File: src/rtl/meas_disp_sched.sv
// Round-robin scheduler + binary-to-BCD formatter for the VPP/FREQ/PERIOD/VOLT overlay fields.
// Results are staged in shadows and committed on frame_start; define LZ_BLANK_EN for leading-zero blanking.
module meas_disp_sched #(
    parameter int VAL_W   = 14,
    parameter int MAX_VAL = 9999
) (
    input  logic               clk,
    input  logic               rst_n,
    input  logic               frame_start,
    input  logic [3:0]         req,
    input  logic [4*VAL_W-1:0] val_bus,
    output logic [3:0]         ack,
    output logic [63:0]        disp_bcd,
    output logic [15:0]        disp_blank,
    output logic               busy,
    output logic [3:0]         pending
);

    localparam logic [1:0] S_IDLE  = 2'd0;
    localparam logic [1:0] S_LOAD  = 2'd1;
    localparam logic [1:0] S_CONV  = 2'd2;
    localparam logic [1:0] S_WRITE = 2'd3;

    localparam int                CNT_W   = $clog2(VAL_W);
    localparam logic [CNT_W-1:0]  LAST_IT = CNT_W'(VAL_W - 1);

    logic [1:0]       state;
    logic [1:0]       rr_ptr;
    logic [1:0]       grant;
    logic [1:0]       grant_nxt;
    logic [1:0]       idx;
    logic             found;
    logic [CNT_W-1:0] cnt;
    logic [VAL_W-1:0] bin;
    logic [15:0]      bcd;
    logic [15:0]      shadow [4];

    function automatic logic [VAL_W-1:0] sat_val(input logic [VAL_W-1:0] v);
        if (32'(v) > 32'(MAX_VAL))
            return VAL_W'(MAX_VAL);
        return v;
    endfunction

    function automatic logic [15:0] bcd_adjust(input logic [15:0] b);
        logic [15:0] r;
        r = b;
        for (int i = 0; i < 4; i++)
            if (b[i*4 +: 4] >= 4'd5)
                r[i*4 +: 4] = b[i*4 +: 4] + 4'd3;
        return r;
    endfunction

    // First requester at or after rr_ptr, wrapping 3 -> 0.
    always_comb begin
        grant_nxt = rr_ptr;
        found     = 1'b0;
        idx       = rr_ptr;
        for (int i = 0; i < 4; i++) begin
            idx = rr_ptr + 2'(i);
            if (!found && req[idx]) begin
                grant_nxt = idx;
                found     = 1'b1;
            end
        end
    end

    assign ack  = (state == S_LOAD) ? (4'b0001 << grant) : 4'b0000;
    assign busy = (state != S_IDLE);

    always_ff @(posedge clk or negedge rst_n) begin
        if (!rst_n) begin
            state  <= S_IDLE;
            rr_ptr <= 2'd0;
            grant  <= 2'd0;
            cnt    <= '0;
        end else begin
            case (state)
                S_IDLE: begin
                    if (|req) begin
                        grant <= grant_nxt;
                        state <= S_LOAD;
                    end
                end
                S_LOAD: begin
                    cnt    <= '0;
                    rr_ptr <= grant + 2'd1;
                    state  <= S_CONV;
                end
                S_CONV: begin
                    cnt <= cnt + CNT_W'(1);
                    if (cnt == LAST_IT)
                        state <= S_WRITE;
                end
                default: state <= S_IDLE;
            endcase
        end
    end

    // Conversion datapath: only meaningful between LOAD and WRITE, so it carries no reset.
    always_ff @(posedge clk) begin
        if (state == S_LOAD) begin
            bin <= sat_val(val_bus[grant*VAL_W +: VAL_W]);
            bcd <= '0;
        end else if (state == S_CONV) begin
            {bcd, bin} <= {bcd_adjust(bcd), bin} << 1;
        end
    end

`ifdef LZ_BLANK_EN
    function automatic logic [3:0] blank_mask(input logic [15:0] d);
        logic [3:0] m;
        m[3] = (d[15:12] == 4'd0);
        m[2] = m[3] && (d[11:8] == 4'd0);
        m[1] = m[2] && (d[7:4] == 4'd0);
        m[0] = 1'b0;
        return m;
    endfunction
`endif

    // A WRITE on a channel overrides a coincident commit of that channel.
    always_ff @(posedge clk or negedge rst_n) begin
        if (!rst_n) begin
            for (int ch = 0; ch < 4; ch++)
                shadow[ch] <= '0;
            pending  <= '0;
            disp_bcd <= '0;
`ifdef LZ_BLANK_EN
            disp_blank <= 16'hEEEE;
`endif
        end else begin
            for (int ch = 0; ch < 4; ch++) begin
                if (state == S_WRITE && grant == 2'(ch)) begin
                    shadow[ch]  <= bcd;
                    pending[ch] <= 1'b1;
                end else if (frame_start && pending[ch]) begin
                    disp_bcd[ch*16 +: 16] <= shadow[ch];
                    pending[ch]           <= 1'b0;
`ifdef LZ_BLANK_EN
                    disp_blank[ch*4 +: 4] <= blank_mask(shadow[ch]);
`endif
                end
            end
        end
    end

`ifndef LZ_BLANK_EN
    assign disp_blank = 16'h0000;
`endif

endmodule

File: config.mk
export PLATFORM = sky130hd
export DESIGN_NAME = meas_disp_sched
export DESIGN_NICKNAME = d
export VERILOG_FILES = /design/src/rtl/meas_disp_sched.sv
export SDC_FILE = /design/constraint.sdc
export NUM_CORES = 1
export LEC_CHECK = 0
export CORE_UTILIZATION = 55
export CTS_CLUSTER_DIAMETER = 200
export DETAILED_ROUTE_END_ITERATION = 10
export GPL_TIMING_DRIVEN = 0
export PLACE_DENSITY = 0.85
export RECOVER_POWER = 100
export SLEW_MARGIN = 20
export SYNTH_ARGS = -nofsm -noshare
export SYNTH_HDL_FRONTEND = slang
export SYNTH_SLANG_ARGS = --single-unit
File: constraint.sdc
create_clock -name clk -period 3.7 [get_ports clk]
set_input_delay 0.555 -clock clk [delete_from_list [all_inputs] [get_ports clk]]
set_output_delay 0.555 -clock clk [all_outputs]
set_load 0.005 [all_outputs]
---- Word level (Yosys, flattened, before mapping) ----
Index checks and enable logic that the tools add are counted.
operators by class
  add/subtract/negate cells ............... 9
  multipliers ............................. 1
  order comparisons ....................... 9
  eq/ne operators ......................... 9
  shift-type cells ........................ 2
  multiplexer cells ....................... 37
  bitwise gates (word level) .............. 4
  reductions and logical operators ........ 29
operator list
  cell                  number
  $mux 14               4
  $shiftx 56x7->14      1
  $mux 1                17
  $ge 4x3->1 const B    4
  $mux 4                4
  $gt 14x14->1 const B  1
  $add 4x2->4 const B   3
  $lt 2x3->1 const B    4
  $reduce_and 2->1      6
  $reduce_bool 2->1     6
  $logic_and 1x1->1     11
  $mux 2                5
  $bmux 1 s2            4
  $eq 2x2->1 const B    4
  $pmux 4 s2            1
  $pmux 2 s3            1
  $mul 2x3->5 const B   1
  $add 2x1->2 const B   2
  $add 2x2->2 const B   2
  $add 4x1->4 const B   1
  $eq 2x1->1 const B    2
  $eq 4x4->1 const B    1
  $logic_not 2->1       2
  $ne 2x2->1 const B    2
  6 further kinds       11
storage, ports and cells
  bits in registers ....................... 172
  input bits .............................. 63
  output and inout bits ................... 89
  word-level logic and storage cells ...... 118

---- Logic depth before layout (Yosys ltp) ----
  depth after elaboration ................. 12
  mapped depth ............................ 9
  mapped depth without buffers ............ 7

---- Worst setup path after synthesis ----
OpenSTA, ideal clock, no wires.
  path kind ............................... reg-to-reg
  from .................................... register grant[1]
  to ...................................... register disp_bcd[10]
  library setup time ...................... 0.125 ns
  arrival ................................. 2.403 ns
  required time ........................... 3.575 ns
  path slack .............................. 1.173 ns
  cell stages (with the launch flop) ...... 10
  buffers on the path ..................... 4
  period minus slack after synthesis ...... 2.527 ns
  cells stage by stage .................... dfrtp_1 -> clkbuf_1 -> buf_2 -> inv_1 -> ha_1 -> nand2_1 -> and3_1 -> clkbuf_1 -> buf_1 -> mux2_2
on the way
  word-level cells in the longest chain between the ends .. 4
RTL lines
  item                               line  source
  start, declared                    29    logic [1:0] grant;
  start signal, assigned             80    grant <= grant_nxt;
  $logic_not 2->1                    132   if (state == S_WRITE && grant == 2'(ch)) begin
  $logic_and 1x1->1                  132
  $not 1->1 (no source line)         --
  $reduce_and 2->1 (no source line)  --
  end signal, assigned by index      136   disp_bcd[ch*16 +: 16] <= shadow[ch];
  end, declared                      13    output logic [63:0] disp_bcd,
No other way between the ends.
A chain may end at the register's enable or synchronous reset.

---- Final worst setup path ----
  from .................................... register grant[1]
  to ...................................... register disp_bcd[11]
Same word-level chain as after synthesis.

==> flow_summary.json <==
{
  "violations": "max-capacitance violations, max-slew violations",
  "die-area_um2": 14000,
  "powerDensity_nw_per_um2": 607,
  "drive_gt1_frac": 0.212,
  "synth_commonest_cells": "dfrtp_1 (142), mux2_2 (97), o21ai_0 (56), nand2_1 (53), inv_1 (23)",
  "postRouteAntennaNets": 0,
  "crit_type": "reg2reg",
  "synth-xor-area-share": 0.00824,
  "die_w_um": 118,
  "drc": 0,
  "grt_pass1_vias": 5410,
  "cts_tree": "yes",
  "postCtsSetupRepairBufs": 0,
  "areaGrowthSynthToFinish_pct": 30.8,
  "root_buffer": "clkbuf_16",
  "io_pins": 152,
  "relSlewSlack": -0.251,
  "wl_per_cell_um": 17.2,
  "synth_compound_area_frac": 0.0763,
  "diodes": 0,
  "hold_violations": 0,
  "cap_violations": 1,
  "vias": 5169,
  "fin_crit_sh": 0.845,
  "synthMuxAreaShare": 0.201,
  "fin_area_um2": 9730,
  "critPathCaptureType": "register",
  "max_freq_mhz": 320,
  "worstMarginPinSlew_ns": 1.88,
  "total_power_mw": 5.90,
  "synth.distinct_cells": 40,
  "synth_edf_count": 14,
  "numCtsBuffers": 17,
  "crit_fanout": 10,
  "synth_top_family_by_area": "multiplexers",
  "initial_core_util": 0.562,
  "placed_cells": 908,
  "syn_inst": 581,
  "grt_remaining_overflow": 0,
  "clockBufferDepth": 2,
  "syn_area_um2": 7440,
  "ir_drop_v": 0.000353,
  "yosysMostFrequentCell": "dfrtp_1",
  "grt_max_degree": 109,
  "synth_top_area_cell": "dfrtp_1",
  "track_usage": 0.243,
  "final_util": 0.735,
  "synth_ff_type": "dfrtp_1",
  "outcome": "complete, but fails checks",
  "cts.sinks": 172,
  "core-area_um2": 13200,
  "fp.dieH_um": 118,
  "clk_pin_slew_ns": 0.06,
  "cts_max_level": 4,
  "clkLatencyLatePin_ns": 0.42,
  "hold_class": "reg2reg",
  "vias_per_cell": 5.49,
  "min_period_ns": 3.13,
  "worstPathArrival_ns": 3.43,
  "nets": 833,
  "power.leakage_nw": 4.66,
  "port_buffers": 135,
  "yosys.area_share.simple": 0.0630,
  "syn_avg_cell_area_um2": 12.8,
  "postSynth.asyncResetShare": 0.826,
  "wirelength_um": 16200,
  "place_area_um2": 9100,
  "grt_pass1_wl_um": 26100,
  "gp_congestion": 0.781,
  "drtIter0Drc": 347,
  "fillers": 870,
  "finalClockSkew_ns": 0.00470,
  "synth.area.top_cells": "dfrtp_1 (48%), mux2_2 (15%), edfxtp_1 (5.6%)",
  "yosys_register_bits": 172,
  "rsz0062_at_grt": "no",
  "rows": 42,
  "ys_seq_area_frac": 0.577,
  "antenna_found_initial": 0,
  "synth_adder_area_share": 0.0303,
  "maxSlewViolCount": 35,
  "worstPathRequired_ns": 4.00,
  "hpwl_um": 11600,
  "synthesis.yosys.warnings": 0,
  "firstDrtPassIters": 5,
  "start_kind": "register",
  "synth_top_area_frac": 0.477,
  "instances_no_fill": 941,
  "setup-violations-final": 0
}
-- stage by stage --
stage,TNS (ns),hold WS [ns],setup slack [ns]
after CTS,0,0.488,0.549
after global placement,-424.38,0.461,-3.00
after detailed placement,0,0.437,0.593
final,0,0.486,0.573
after floorplan,0,0.259,1.17
after global routing,0,0.512,0.377
-- kinds of logic after synthesis --
family / count (synthesis)
buf+inv: 67
xor+xnor: 7
simple gates: 101
mux: 119
other cells: 1
compound gates: 96
fa+ha+maj: 18
flops: 172
-- power breakdown --
group	leakage [nW]	internal, mW	switching (mW)	total [mW]
Sequential	2.23	2.25	0.183	2.43
Combinational	2.13	0.764	0.819	1.58
Clock	0.304	1.17	0.717	1.89
Total	4.66	4.18	1.72	5.90
-- area by class of cell --
class | count | area, um2 | area share
flip-flops and latches | 172 | 4290 | 0.441
multi-input cells | 357 | 2880 | 0.296
repair buffers | 137 | 1380 | 0.142
clock buffers | 18 | 450 | 0.0463
plain buffers | 43 | 231 | 0.0238
well taps | 176 | 220 | 0.0226
clock inverters | 14 | 189 | 0.0194
inverters | 24 | 90.1 | 0.00925
-- registers in the layout, summed over array words and instances, names as in the netlist --
name and count:
state 2, grant 2, pending 4, bcd 16, shadow 64, rr_ptr 2, disp_bcd 64, bin 14
cnt 4
-- routing by layer --
layer  up-vias  track usage  part of all wire
li1       2358            -                 -
met1      2566        0.277              0.38
met2       214        0.440              0.53
met3        31       0.0603             0.066
met4         0       0.0881             0.023
met5         -            0                 0
-- critical path: stages, from the launching register on --
cell and delay [ns]:
dfrtp_1 0.38, clkbuf_1 0.33, buf_2 0.30, inv_1 0.10, ha_1 0.21, nand2_1 0.27
and3_1 0.20, clkbuf_1 0.31, clkbuf_1 0.49, mux2_2 0.41
-- layout by cell type, fill, tap and decap left out, types with 7 or more instances in the layout --
cell type,count
a21oi_1,15
buf_4,16
clkbuf_1,25
clkbuf_16,18
clkdlybuf4s50_1,62
conb_1,16
dfrtp_1,142
dfxtp_1,16
dlygate4sd3_1,73
edfxtp_1,14
ha_1,18
inv_1,23
mux2_2,97
mux2i_1,8
mux4_2,11
nand2_1,53
nand2b_1,11
nand3_1,11
nor2_1,10
o21ai_0,56
o22a_1,7
xnor2_1,7
-- timing repair --
action | 4_1_cts | 5_1_grt
gates resized for setup | 0 | 0
endpoints found under the hold margin | 34 | 0
hold buffers | 1 | 0
-- worst paths after layout --
kind	start	end	slack (ns)	cells after the start
setup / recovery	grant[1]$_DFFE_PN0P_	disp_bcd[11]$_DFFE_PN0P_	0.57	9
hold / removal	shadow[24]$_DFFE_PN0P_	shadow[24]$_DFFE_PN0P_	0.49	2
setup reg to reg	grant[1]$_DFFE_PN0P_	disp_bcd[11]$_DFFE_PN0P_	0.57	9
hold reg to reg	shadow[24]$_DFFE_PN0P_	shadow[24]$_DFFE_PN0P_	0.49	2
max in group asynchronous	rst_n	disp_bcd[36]$_DFFE_PN0P_	1.24	3
min in group asynchronous	rst_n	disp_bcd[48]$_DFFE_PN0P_	1.20	2
No activity file was read; power rests on OpenSTA's default activity.
